--- src/rtl/ts_switch_sequencer.sv ---
// Packet-aligned, glitch-free TS mux channel sequencer with timeout/loss forcing and hold-off.
// Optional `SWITCH_STATS_EN enables the saturating switch/forced statistics counters.
module ts_switch_sequencer #(
  parameter int HOLDOFF_CYCLES = 1024,
  parameter int TIMEOUT_CYCLES = 65535,
  parameter int CNT_W          = 16
) (
  input  logic             clk,
  input  logic             rst,
  input  logic             en_mux,
  input  logic [1:0]       req_channel,
  input  logic [3:0]       valid,
  input  logic [3:0]       pkt_start,
  output logic [1:0]       mux_sel,
  output logic             busy,
  output logic             switch_done,
  output logic             forced,
  output logic [CNT_W-1:0] switch_count,
  output logic [CNT_W-1:0] forced_count
);

  localparam int TW = $clog2(TIMEOUT_CYCLES) + 1;
  localparam int HC = (HOLDOFF_CYCLES > 0) ? HOLDOFF_CYCLES : 1;
  localparam int HW = $clog2(HC) + 1;
  localparam logic [TW-1:0] TLAST = TW'(TIMEOUT_CYCLES - 1);
  localparam logic [HW-1:0] HLAST = HW'(HC - 1);

  localparam logic [1:0] S_IDLE   = 2'd0;
  localparam logic [1:0] S_LOCKED = 2'd1;
  localparam logic [1:0] S_WAIT   = 2'd2;
  localparam logic [1:0] S_HOLD   = 2'd3;

  logic [1:0]    state_q, state_d;
  logic [1:0]    sel_q, sel_d;
  logic [1:0]    tgt_q, tgt_d;
  logic [TW-1:0] tmr_q, tmr_d;
  logic [HW-1:0] hcnt_q, hcnt_d;
  logic          busy_q, busy_d;
  logic          done_q, done_d;
  logic          frc_q, frc_d;
  logic [1:0]    nt;
  logic          lost;

  always_comb begin
    state_d = state_q;
    sel_d   = sel_q;
    tgt_d   = tgt_q;
    tmr_d   = tmr_q;
    hcnt_d  = hcnt_q;
    done_d  = 1'b0;
    frc_d   = 1'b0;
    nt      = tgt_q;
    lost    = 1'b0;
    if (!en_mux) begin
      state_d = S_IDLE;
    end else begin
      unique case (state_q)
        S_IDLE: begin
          sel_d   = req_channel;
          state_d = S_LOCKED;
        end
        S_LOCKED: begin
          if (req_channel != sel_q && valid[req_channel]) begin
            tgt_d   = req_channel;
            tmr_d   = '0;
            state_d = S_WAIT;
          end
        end
        S_WAIT: begin
          if (req_channel == sel_q || !valid[tgt_q]) begin
            state_d = S_LOCKED;
          end else begin
            // A valid retarget takes effect in the same cycle as a boundary
            if (req_channel != tgt_q && valid[req_channel])
              nt = req_channel;
            tgt_d = nt;
            lost  = !valid[sel_q] || (tmr_q == TLAST);
            if (pkt_start[sel_q] || lost) begin
              sel_d   = nt;
              done_d  = 1'b1;
              frc_d   = lost;
              hcnt_d  = '0;
              state_d = (HOLDOFF_CYCLES == 0) ? S_LOCKED : S_HOLD;
            end else begin
              tmr_d = tmr_q + TW'(1);
            end
          end
        end
        S_HOLD: begin
          if (hcnt_q == HLAST) state_d = S_LOCKED;
          else hcnt_d = hcnt_q + HW'(1);
        end
        default: state_d = S_IDLE;
      endcase
    end
    busy_d = (state_d == S_WAIT) || (state_d == S_HOLD);
  end

  always_ff @(posedge clk or posedge rst) begin
    if (rst) begin
      state_q <= S_IDLE;
      sel_q   <= '0;
      tgt_q   <= '0;
      tmr_q   <= '0;
      hcnt_q  <= '0;
      busy_q  <= 1'b0;
      done_q  <= 1'b0;
      frc_q   <= 1'b0;
    end else begin
      state_q <= state_d;
      sel_q   <= sel_d;
      tgt_q   <= tgt_d;
      tmr_q   <= tmr_d;
      hcnt_q  <= hcnt_d;
      busy_q  <= busy_d;
      done_q  <= done_d;
      frc_q   <= frc_d;
    end
  end

  assign mux_sel     = sel_q;
  assign busy        = busy_q;
  assign switch_done = done_q;
  assign forced      = frc_q;

`ifdef SWITCH_STATS_EN
  logic [CNT_W-1:0] swc_q, swc_d;
  logic [CNT_W-1:0] fcc_q, fcc_d;

  always_comb begin
    swc_d = swc_q;
    fcc_d = fcc_q;
    if (done_d && swc_q != '1) swc_d = swc_q + CNT_W'(1);
    if (frc_d && fcc_q != '1) fcc_d = fcc_q + CNT_W'(1);
  end

  always_ff @(posedge clk or posedge rst) begin
    if (rst) begin
      swc_q <= '0;
      fcc_q <= '0;
    end else begin
      swc_q <= swc_d;
      fcc_q <= fcc_d;
    end
  end

  assign switch_count = swc_q;
  assign forced_count = fcc_q;
`else
  assign switch_count = '0;
  assign forced_count = '0;
`endif

endmodule

--- config.mk ---
export PLATFORM = sky130hd
export DESIGN_NAME = ts_switch_sequencer
export DESIGN_NICKNAME = d
export VERILOG_FILES = /design/src/rtl/ts_switch_sequencer.sv
export SDC_FILE = /design/constraint.sdc
export NUM_CORES = 1
export LEC_CHECK = 0
export ABC_AREA = 1
export BUFFER_PORTS_ARGS = -buffer_cell sky130_fd_sc_hd__buf_2
export CORE_AREA = 2 2 87 89
export CTS_BUF_LIST = sky130_fd_sc_hd__clkbuf_16
export DETAILED_ROUTE_END_ITERATION = 10
export DIE_AREA = 0 0 89 91
export GPL_ROUTABILITY_DRIVEN = 1
export GPL_TIMING_DRIVEN = 0
export HOLD_SLACK_MARGIN = 0.05
export PLACE_DENSITY = 0.59
export SETUP_SLACK_MARGIN = 0.02
export SYNTH_ARGS = -nofsm -noshare
export SYNTH_HDL_FRONTEND = slang
export SYNTH_SLANG_ARGS = --single-unit
--- constraint.sdc ---
create_clock -name clk -period 1.9 [get_ports clk]
set_input_delay 0.095 -clock clk [delete_from_list [all_inputs] [get_ports clk]]
set_output_delay 0.095 -clock clk [all_outputs]
set_load 0.05 [all_outputs]
==> flow_metrics.tcl <==
set metrics [dict create \
    peakVddDrop_v 0.000470 \
    htree_num_levels 2 \
    place_inst 559 \
    cts.sinks 37 \
    ios 50 \
    synth-edff-count 0 \
    path_delay_family "simple AND/OR/NAND/NOR gates" \
    fillers 745 \
    cts_root_buf "clkbuf_16" \
    fmax_mhz 573 \
    critPathCaptureType "flop" \
    setup_tns_ns 0 \
    synthFlopType "dfrtp_1" \
    crit_chain "inv_2 > ha_1 > inv_1 > nor2_1 > nand2_1 > nor2_2 > nand2_2 > nand3_4 > nand2_4 > buf_6 > buf_6 > nand3_1 > nand2_1" \
    placed_cell_area_mm2 0.00313 \
    routed.top_layer "met4" \
    synth_area_per_cell_um2 6.81 \
    fin_crit_ns 1.75 \
    worst-slew-pin-transition_ns 0.801 \
    post-route-period-util 0.919 \
    wl_met2_um 2760 \
    status "finished clean" \
    first_pass_iters 5 \
    drcViolationCount 0 \
    die-area_mm2 0.00810 \
    max_cap_viol_count 0 \
    track_usage 0.159 \
    yosysSeqAreaShare 0.330 \
    synth_most_common_cell "nand2_1" \
    hold-worst-slack_ns 0.115 \
    wl_per_cell_um 10.4 \
    hp-class "in2reg" \
    diodes 0 \
    antenna_found_initial 0 \
    routed_wl_um 5930 \
    gp_congestion 0.890 \
    numPortBuffers 17 \
    final_nets 484 \
    setup_violations 0 \
    p_leak_nw 1.72 \
    coreArea_mm2 0.00714 \
    required_ns 2.07 \
    dp_hpwl_um 4350 \
    cts_buffer_depth 2 \
    globalRouteOverflowTotal 0 \
    clock_latency_ns 0.28 \
    slowest_delay_ns 0.42 \
    finalHoldViolCount 0 \
    synth_area_leaders "dfrtp_1 33%, nand2_1 19%, buf_4 9.4%" \
    maxSlewHeadroom 0.465 \
    wl_met1_um 2890 \
    ys_warn_count 0 \
    finalClockSkew_ns 0.00746 \
    synth_top_cell_by_area "dfrtp_1" \
    drtIter0Drc 109 \
    crit_path_start_kind "flop" \
    netlist_instances 412 \
    yosys-top-cells-count "140 x nand2_1, 52 x nor2_1, 46 x nand3_1" \
    initial_core_util 0.393 \
    cts_tree "built" \
    clk_pin_slew_ns 0.06 \
    drv_slew 0 \
    critPathMaxFanout 10 \
    synth.distinct_cells 30 \
    crit_buf_inv 4 \
    netlist.area_leader.share 0.330 \
    wl_met3_um 227 \
    area_growth_pct 18.0 \
    die_w_um 89 \
    vias 2494 \
    final_core_util 0.464 \
    finalNonFillerCells 568 \
    viasPerCell 4.39 \
    crit_arrival_ns 1.91 \
    design_area_mm2 0.00331 \
    fp-row-count 31 \
    grt_start_max_net_pins 38 \
    synth_seq_cells 37 \
    worstSetupPathType "reg2reg" \
    cts_setup_buffers 0 \
    synthArstFlopShare 1.00 \
    grt_pass1_vias 2253 \
    pwr_density_cell_mw_per_mm2 804 \
    synth_area_mm2 0.00281 \
    rsz0062_at_grt "yes" \
    drive_gt1_frac 0.186 \
    cts_made_buffers 5 \
    ant_nets 0 \
    die-height_um 91 \
    grt_first_pass_wirelength_um 10300 \
    cpMaxStageDelayCell "dfrtp_1" \
]
==> logic make-up after synthesis <==
| group | after synthesis | share of synthesized area |
|---|---|---|
| AND/OR/NAND/NOR | 262 | 0.411 |
| buffers and inverters | 78 | 0.160 |
| flip-flops | 37 | 0.330 |
| XOR/XNOR | 19 | 0.0593 |
| AO/OA/AOI/OAI | 12 | 0.0254 |
| adder cells (fa/ha/maj) | 3 | 0.0134 |
| other | 1 | 0.00134 |
==> cell usage in the layout, fill, tap and decap left out <==
master         netlist  final
nor2_1              52     50
nor2_4               3      3
ha_1                 3      3
o21ai_0              3      3
nor2_2               1      3
nand2_1            140    140
a21oi_2              1      1
conb_1               1     32
a211oi_1             1      1
inv_2                2      4
nand2_4              2      2
nand3_4              1      1
nand3_1             46     46
a21oi_1              3      3
clkbuf_1             2      2
nand4_1              4      4
bufinv_16            0      1
nor3_1               3      3
buf_2                2     19
clkbuf_16            0      5
o21bai_1             1      1
xnor2_1              6      6
clkinv_1             0      1
buf_4               35     35
o21ai_1              2      2
inv_1               34     33
nand2_2              4      4
nand3_2              5      5
buf_6                3      3
and2_1               1      1
xor2_1              13     13
dfrtp_2              0      1
dlygate4sd3_1        0      1
dfrtp_1             37     36
o21a_1               1      1
==> layer usage <==
| metal | up-vias | global-route usage |
|---|---|---|
| met3 | 4 | 0.0245 |
| met2 | 50 | 0.254 |
| met1 | 1113 | 0.222 |
| met5 | - | 0 |
| li1 | 1327 | - |
| met4 | 0 | 0.0448 |
==> power breakdown <==
part | switching (mW) | leakage [nW] | internal, mW
registers | 0.0656 | 0.507 | 0.848
clock network | 0.312 | 0.0826 | 0.610
logic | 0.585 | 1.13 | 0.240
==> worst register-to-register path: cells and delay by family, from the launching register on <==
kind / cells / cell delay, ns
flops: 1 / 0.42
simple gates: 8 / 0.63
buf+inv: 4 / 0.43
fa+ha+maj: 1 / 0.14
==> per-stage QoR <==
step / worst slack, ns / power (mW)
floorplan: 0.168 / 1.60
global placement: 0.144 / 1.75
detailed placement: 0.117 / 1.75
CTS: 0.0988 / 2.69
global route: 0.00591 / 2.83
finish: 0.155 / 2.66
==> cell type report <==
type                    count  area, um^2  share of cell area
plain buffers              42         314              0.0949
clock buffers               5         125              0.0378
clock inverters             3        37.5              0.0113
inverters                  36         135              0.0408
multi-input cells         328        1550               0.469
flip-flops and latches     37         927               0.280
well taps                  99         124              0.0374
repair buffers             18        95.1              0.0287
==> state kept, by name, summed over array words and instances (netlist names) <==
register,flops
state_q,2
tgt_q,2
hcnt_q,11
busy,1
switch_done,1
forced,1
mux_sel,2
tmr_q,17
==> what timing repair did <==
action,in CTS,in global routing
endpoints found under the hold margin,37,0
endpoints found under the setup margin,0,17
resized for setup,0,4
hold buffers,1,0
==> worst paths after layout <==
| kind | end | slack (ns) | from | cells after the start |
|---|---|---|---|---|
| max in group asynchronous | mux_sel[0]$_DFFE_PP0P_ | 0.81 | rst | 3 |
| setup reg to reg | tmr_q[3]$_DFFE_PP0P_ | 0.15 | tmr_q[0]$_DFFE_PP0P_ | 13 |
| setup / recovery | tmr_q[3]$_DFFE_PP0P_ | 0.15 | tmr_q[0]$_DFFE_PP0P_ | 13 |
| min in group asynchronous | hcnt_q[3]$_DFFE_PP0P_ | 0.53 | rst | 3 |
| hold reg to reg | tmr_q[1]$_DFFE_PP0P_ | 0.54 | tmr_q[1]$_DFFE_PP0P_ | 2 |
| hold / removal | busy$_DFF_PP0_ | 0.12 | en_mux | 3 |
No activity file was read; power rests on OpenSTA's default activity.
